### src/rtl/fetch_stage.sv
// Instruction fetch stage: owns the fetch PC, drives the imem req/gnt/rvalid
// handshake and holds one fetched instruction for decode.
//
// state  | meaning
// S_IDLE | no request; wait for a free buffer or a redirect
// S_REQ  | request asserted at req_addr_q, waiting for gnt
// S_WAIT | request granted, waiting for rvalid
module fetch_stage #(
    parameter logic [31:0] RESET_PC = 32'h0000_0000
) (
    input  logic        clk_i,
    input  logic        rst_ni,
    input  logic        branch_target_valid_i,
    input  logic [31:0] branch_target_i,
    input  logic        stall_i,
    output logic        imem_req_o,
    output logic [31:0] imem_addr_o,
    input  logic        imem_gnt_i,
    input  logic        imem_rvalid_i,
    input  logic [31:0] imem_rdata_i,
    output logic        instr_valid_o,
    output logic [31:0] instr_o,
    output logic [31:0] pc_o
);

    typedef enum logic [1:0] {S_IDLE, S_REQ, S_WAIT} state_e;

    state_e      state_q, state_d;
    logic [31:0] fetch_pc_q, fetch_pc_d;
    logic [31:0] req_addr_q, req_addr_d;
    logic        drop_q, drop_d;
    logic        valid_q, valid_d;
    logic [31:0] instr_q, instr_d;
    logic [31:0] pc_q, pc_d;

    logic        redirect;
    logic [31:0] target;
    logic        buf_free;
    logic        consume;

    assign redirect = branch_target_valid_i;
    assign target   = branch_target_i & 32'hFFFF_FFFC;
    assign buf_free = !valid_q || !stall_i;
    assign consume  = valid_q && !stall_i;

    always_ff @(posedge clk_i or negedge rst_ni) begin
        if (!rst_ni) begin
            state_q    <= S_IDLE;
            fetch_pc_q <= RESET_PC;
            req_addr_q <= RESET_PC;
            drop_q     <= 1'b0;
            valid_q    <= 1'b0;
            instr_q    <= 32'h0;
            pc_q       <= 32'h0;
        end else begin
            state_q    <= state_d;
            fetch_pc_q <= fetch_pc_d;
            req_addr_q <= req_addr_d;
            drop_q     <= drop_d;
            valid_q    <= valid_d;
            instr_q    <= instr_d;
            pc_q       <= pc_d;
        end
    end

    always_comb begin
        state_d    = state_q;
        fetch_pc_d = fetch_pc_q;
        req_addr_d = req_addr_q;
        drop_d     = drop_q;
        valid_d    = valid_q && !consume;
        instr_d    = instr_q;
        pc_d       = pc_q;

        if (redirect) begin
            fetch_pc_d = target;
            valid_d    = 1'b0;
        end

        case (state_q)
            S_IDLE: begin
                if (redirect) begin
                    req_addr_d = target;
                    state_d    = S_REQ;
                end else if (buf_free) begin
                    req_addr_d = fetch_pc_q;
                    state_d    = S_REQ;
                end
            end
            S_REQ: begin
                if (redirect) drop_d = 1'b1;
                if (imem_gnt_i) begin
                    // An earlier redirect already parked its target in fetch_pc_q.
                    if (!redirect && !drop_q) fetch_pc_d = req_addr_q + 32'd4;
                    state_d = S_WAIT;
                end
            end
            S_WAIT: begin
                if (imem_rvalid_i) begin
                    if (drop_q || redirect) begin
                        drop_d     = 1'b0;
                        req_addr_d = redirect ? target : fetch_pc_q;
                        state_d    = S_REQ;
                    end else begin
                        instr_d = imem_rdata_i;
                        pc_d    = req_addr_q;
                        valid_d = 1'b1;
                        state_d = S_IDLE;
                    end
                end else if (redirect) begin
                    drop_d = 1'b1;
                end
            end
            default: state_d = S_IDLE;
        endcase
    end

    assign imem_req_o    = (state_q == S_REQ);
    assign imem_addr_o   = req_addr_q;
    assign instr_valid_o = valid_q;
    assign instr_o       = instr_q;
    assign pc_o          = pc_q;

endmodule

### config.mk
export PLATFORM = sky130hd
export DESIGN_NAME = fetch_stage
export DESIGN_NICKNAME = d
export VERILOG_FILES = /design/src/rtl/fetch_stage.sv
export SDC_FILE = /design/constraint.sdc
export NUM_CORES = 1
export LEC_CHECK = 0
export CAP_MARGIN = 10
export CELL_PAD_IN_SITES_DETAIL_PLACEMENT = 0
export CELL_PAD_IN_SITES_GLOBAL_PLACEMENT = 1
export CORE_UTILIZATION = 34
export DETAILED_ROUTE_END_ITERATION = 7
export PLACE_DENSITY = 0.73
export REMOVE_ABC_BUFFERS = 1
export SLEW_MARGIN = 20
export SYNTH_ARGS = -nofsm -noshare
export SYNTH_HDL_FRONTEND = slang
export SYNTH_SLANG_ARGS = --single-unit
### constraint.sdc
create_clock -name clk_i -period 1.9 [get_ports clk_i]
set_input_delay 0.19 -clock clk_i [delete_from_list [all_inputs] [get_ports clk_i]]
set_output_delay 0.19 -clock clk_i [all_outputs]
set_load 0.005 [all_outputs]
# == After elaboration in Yosys (flattened, before gate mapping) ==
# Cells that the tools add are included.
# word_totals
input_bits,70
reg_bits,132
out_inout_bits,98
wordCells,56
# classes
n_eq_ne,7
muxes,23
n_bitwise,1
reduce_logical,17
addsub,1
# ops
cell,n
32-bit two-way mux,8
32-bit one-hot mux with 2 select lines,1
32-bit by 3-bit adder with 32-bit output (second input constant),1
1-bit two-way mux,8
2-bit two-way mux,4
3-bit != test (second input constant),2
2-bit one-hot mux with 3 select lines,1
3-bit AND reduction,2
1-bit logical NOT,5
2-bit != test (second input constant),2
4-bit AND reduction,1
2-bit nonzero test,2
1-bit logical AND,3
2-bit by 1-bit equality test with 1-bit output (second input constant),1
2-bit equality test (second input constant),1
2-bit logical NOT,1
1-bit logical OR,2
2-bit by 1-bit != test with 1-bit output (second input constant),1
1-bit one-hot mux with 2 select lines,1
2-bit AND reduction,1
1-bit inverter,1

# == Logic depth before layout (Yosys ltp) ==
# depth
ltp_word,8
mapped_depth,7

# == Worst setup path before layout ==
# No wires, ideal clock.
# synth_path
path_kind,register to register
start,"reg req_addr_q[2], in the netlist imem_addr_o[2]"
end,reg fetch_pc_q[28]
path_slack_ns,-0.242
synth_period_minus_slack_ns,2.142
arrival_time_ns,2.060
path_stages_with_launch,7
setup_ns,0.082
required_ns,1.818
cell_sequence,dfrtp_1 ha_1 nand3_2 or4_4 buf_6 or4_1 a31oi_1
# synth_via
elab_chain_cells,4
# synth_rtl
item,line_no,source
start: declaration,30,"logic [31:0] req_addr_q, req_addr_d;"
start signal: assignment,58,req_addr_q <= req_addr_d;
32-bit by 3-bit adder with 32-bit output,94,if (!redirect && !drop_q) fetch_pc_d = req_addr_q + 32'd4;
32-bit two-way mux,94,
32-bit two-way mux,92,if (imem_gnt_i) begin
32-bit two-way mux,80,case (state_q)
net fetch_pc_d[28],29,"logic [31:0] fetch_pc_q, fetch_pc_d;"
end signal: assignment,57,fetch_pc_q <= fetch_pc_d;
end: declaration,29,
# The timed path passes the listed nets, and every way through them passes these cells.
# A chain may end at the register's enable or synchronous reset.

# == Worst setup path in the final report ==
# layout_path
start,"reg req_addr_q[8], in the netlist imem_addr_o[8]"
end,reg fetch_pc_q[31]
# The elaborated chain is that of the path after synthesis.

==> results list <==
* Growth of design area from synthesis to finish: 52.49%
* Clock Skews: 0.007527 ns
- For the worst setup path, the data required time is 2.23 ns.
- Combined area of the multi-input logic cells: ~2500 sq um
- Final weighted congestion in routability-driven placement: between 0.7 and 0.8
- In this run the clock root is driven by a sky130_fd_sc_hd__clkbuf_16.
- The floorplan has between 40 and 50 rows.
- For this run, the number of Yosys warnings is 0.
* Worst-case headroom to the max-slew limit: just under 70%
* Gr ovfl total: 0
* Die Ht: 133.4 um
* Number of optimization iterations in the first detailed-route pass: 4
- Xor/xnor cell area share of the yosys netlist: 1.641%
- Core area: 16700 sq um
- Power Density: 1505 nW/um^2
* Peak fanout along the critical path: 10
- For the worst flop-to-flop path, the logic depth is 5.
- Setup repair after global routing could not meet its margin everywhere.
- Static leakage: ~3.8 nW
- The flow ran to the end, but the final reports show violations.
- The first global-routing pass estimated between 20 and 25 mm of wire.
- Share of synthesized area occupied by flip-flops and latches: between 50% and 60%
- After detailed placement, the design holds a cell count of 876.
* Type of origin of the critical path: flop
- Layout cells sized above 1: roughly a third
- Synthesis produced a netlist whose cell count is roughly 460.
- Maxcap violations: 0
- Largest net degree at the start of global routing: 48
* Final hold viol count: 0
- Counting flops and latches in the post-synthesis netlist gives 132.
* Total clock buffers created by CTS: 17
- Area post-placement: between 8000 and 9000 sq um
- Clk slew on worst S/H paths: 0.06 ns
* EDFF count, synth: 0
* Global router's overall resource usage: 18.03%
* Maximum resistive drop on vdd: 0.8446 mV
- The die is 133.4 um wide.
- Adder and majority cell fraction of the synthesized area: 0.2131%
* Final standard cell area without fillers: 8952 sq um
- The clock passes through at most 2 buffers.
* Sequential cell area in the final layout: 3304 sq um
* Layout net count: roughly 760
- The routed layout has ~4500 vias.
- I/O pin count: between 150 and 200
* Setup Viol. Count Final: 9
* CTS tree: done
- Summing the areas of all compound-gate instances in the mapped netlist gives under 10% of the synthesized area.
* Detailed-route DRC error count: 0
* Wire length per cell: 16.52 um
* Via count of the first global-routing pass: 4712
- The repair_antennas step left the layout with diodes totalling 0.
* Number of distinct library cell variants in the gate-level netlist after synthesis: 40
- Final worst-path cycle share: 102.9%
* Worst Hold Path Cells: 3
- In the routed layout, each cell is associated on average with a via count of 4.913.
- Total die area: 17800 sq um
* Nature of the critical path endpoint: flop
- Summed over all layers, the routed wires come to 15.20 mm.
- Violated checks: setup timing
- Subtracting the final worst setup slack from the clock period gives 1.955 ns.
- Count of input and output buffers: between 150 and 200
* Final cell count without fillers: 920
- Area fraction in and, or, nand and nor cells after synthesis: 9.633%
* Critical path data arrival time: 2.29 ns
- The final number of max-transition violations came to 0.
- In this run, the number of DRC markers left after iteration 0 of detailed routing was 124.
- After synthesis, the largest family of logic cells by area is multiplexers.
- Worst setup path category: flop to flop
- Antenna-violating nets left: 0
- Post-synthesis instance area: 5871 sq um
- Portion of netlist area occupied by mux cells: 23.36%
* Proportion of register bits with asynchronous set or reset after synthesis: 100.0%
- Transition time at the pin with the least slew margin: 0.4640 ns
- For this run, the leading register cell type out of synthesis is sky130_fd_sc_hd__dfrtp_1.
- Count of fill cells added during filler insertion: 1457
- OpenSTA, run right after detailed placement, puts the worst setup slack at -0.1117 ns.
- CTS Sinks: 132
* Depth of the CTS H-tree: 4
- Timing would allow up to 0.5116 GHz.
* Worst min path class: input pin to flop
- The HPWL after detailed placement is 10.44 mm.
* PnR worst setup slack: -0.05451 ns
- The later pin in the worst-skew pair is clocked with a latency of 0.42 ns.
- Each instance of the synthesized netlist takes up on average between 10 and 15 sq um.
- The initial antenna violation count came to 0.
* Starting utilization of the core area: about a third
==> metrics by stage <==
| stage | power [W] | hold WS, ns | setup TNS, ns | util [%] |
|---|---|---|---|---|
| after global routing | 0.01430 | 0.1767 | -1.163 | 53.60 |
| final | 0.01348 | 0.1811 | -0.2676 | 53.60 |
| after global placement | 0.009750 | 0.1437 | -0.3748 | 48.86 |
| after CTS | 0.01353 | 0.1633 | -0.2355 | 53.18 |
| after floorplan | 0.006691 | -0.1056 | -398.41 | - |
| after detailed placement | 0.009894 | 0.1522 | -0.5862 | 48.86 |
==> cell usage in the layout, fill, tap and decap left out, drive strengths merged, types with 2 or more instances in the layout <==
| cell type | n |
|---|---|
| bufinv | 4 |
| o31ai | 12 |
| nor2 | 34 |
| clkbuf | 23 |
| and3 | 3 |
| clkinv | 4 |
| and4 | 4 |
| xnor2 | 10 |
| nor4 | 6 |
| a211oi | 2 |
| or4 | 11 |
| nand4 | 5 |
| mux2 | 120 |
| inv | 8 |
| o21ai | 11 |
| dfrtp | 132 |
| nand2 | 15 |
| buf | 66 |
| nand3 | 9 |
| clkdlybuf4s50 | 163 |
| nor3 | 7 |
| or3 | 3 |
| o31a | 2 |
| mux2i | 2 |
| a31oi | 12 |
| nand2b | 3 |
| a21oi | 16 |
| a21o | 2 |
==> cells by family (layout without fill, tap and decap cells) <==
family	count (synthesis)	after routing
DFF	132	132
AOI/OAI and AO/OA	60	60
adders and majority gates	1	1
buffers and inverters	34	270
xor gates and xnor gates	11	11
and+or+nand+nor	103	104
muxes	122	122
==> worst max-delay path: stages (launching register included) <==
cell	delay, ns
sky130_fd_sc_hd__dfrtp_1	0.40
sky130_fd_sc_hd__nand3_4	0.11
sky130_fd_sc_hd__or4_4	0.56
sky130_fd_sc_hd__buf_8	0.16
sky130_fd_sc_hd__or4_1	0.48
sky130_fd_sc_hd__a31oi_1	0.15
==> sequential cells by signal, summed over array words and instances (netlist names) <==
| signal | cells |
|---|---|
| drop_q | 1 |
| state_q | 2 |
| instr_o | 32 |
| fetch_pc_q | 32 |
| instr_valid_o | 1 |
| pc_o | 32 |
| imem_addr_o | 32 |
==> synthesized netlist by cell type, drive strengths merged, types with 10 or more instances <==
cell	n	area, sq um
nand2	15	56.30
or4	10	78.82
dfrtp	132	3303
xnor2	10	87.58
a31oi	12	75.07
o31ai	12	90.09
buf	13	67.56
clkbuf	13	48.80
a21oi	16	80.08
nor2	34	127.6
mux2	120	1351
o21ai	11	55.05
==> final timing paths <==
kind,end,slack (ns),startpoint
max in group asynchronous,imem_addr_o[6],1.00,rst_ni
max,fetch_pc_q[31],-0.05,imem_addr_o[8]
min reg2reg,pc_o[20],0.50,pc_o[20]
max reg2reg,fetch_pc_q[31],-0.05,imem_addr_o[8]
min,drop_q,0.18,branch_target_valid_i
min in group asynchronous,pc_o[1],0.29,rst_ni
==> report_power, final <==
group / switching, W / internal, W / total, W
Clock: 0.00120 / 0.00226 / 0.00346
Sequential: 0.000688 / 0.00387 / 0.00456
Combinational: 0.00205 / 0.00341 / 0.00546
==> what timing repair did <==
| action | 4_1_cts | 5_1_grt |
|---|---|---|
| hold buffers | 1 | 0 |
| resized for setup | 10 | 9 |
| endpoints found under the hold margin | 42 | 0 |
| buffers inserted | 6 | 4 |
| cloned | 1 | 0 |
| pin swaps | 13 | 4 |
| setup endpoints to repair | 10 | 14 |
==> metal layers <==
metal	share of wire (%)	vias to the layer above	GRT usage (%)	wire length (um)
met5	0	-	0	0
li1	-	2138	-	-
met3	5.3	12	5.289	807
met2	50	121	29.54	7665
met4	0.86	0	5.556	130
met1	43	2249	22.93	6595
==> final cells by class <==
type	count	area share, %
flip-flops and latches	132	36.91
multi-input cells	298	27.84
repair buffers	230	24.92
clock buffers	23	5.227
well taps	220	3.075
clock inverters	9	1.691
inverters	8	0.3354
Note: power is estimated with default switching activity, not from simulation.
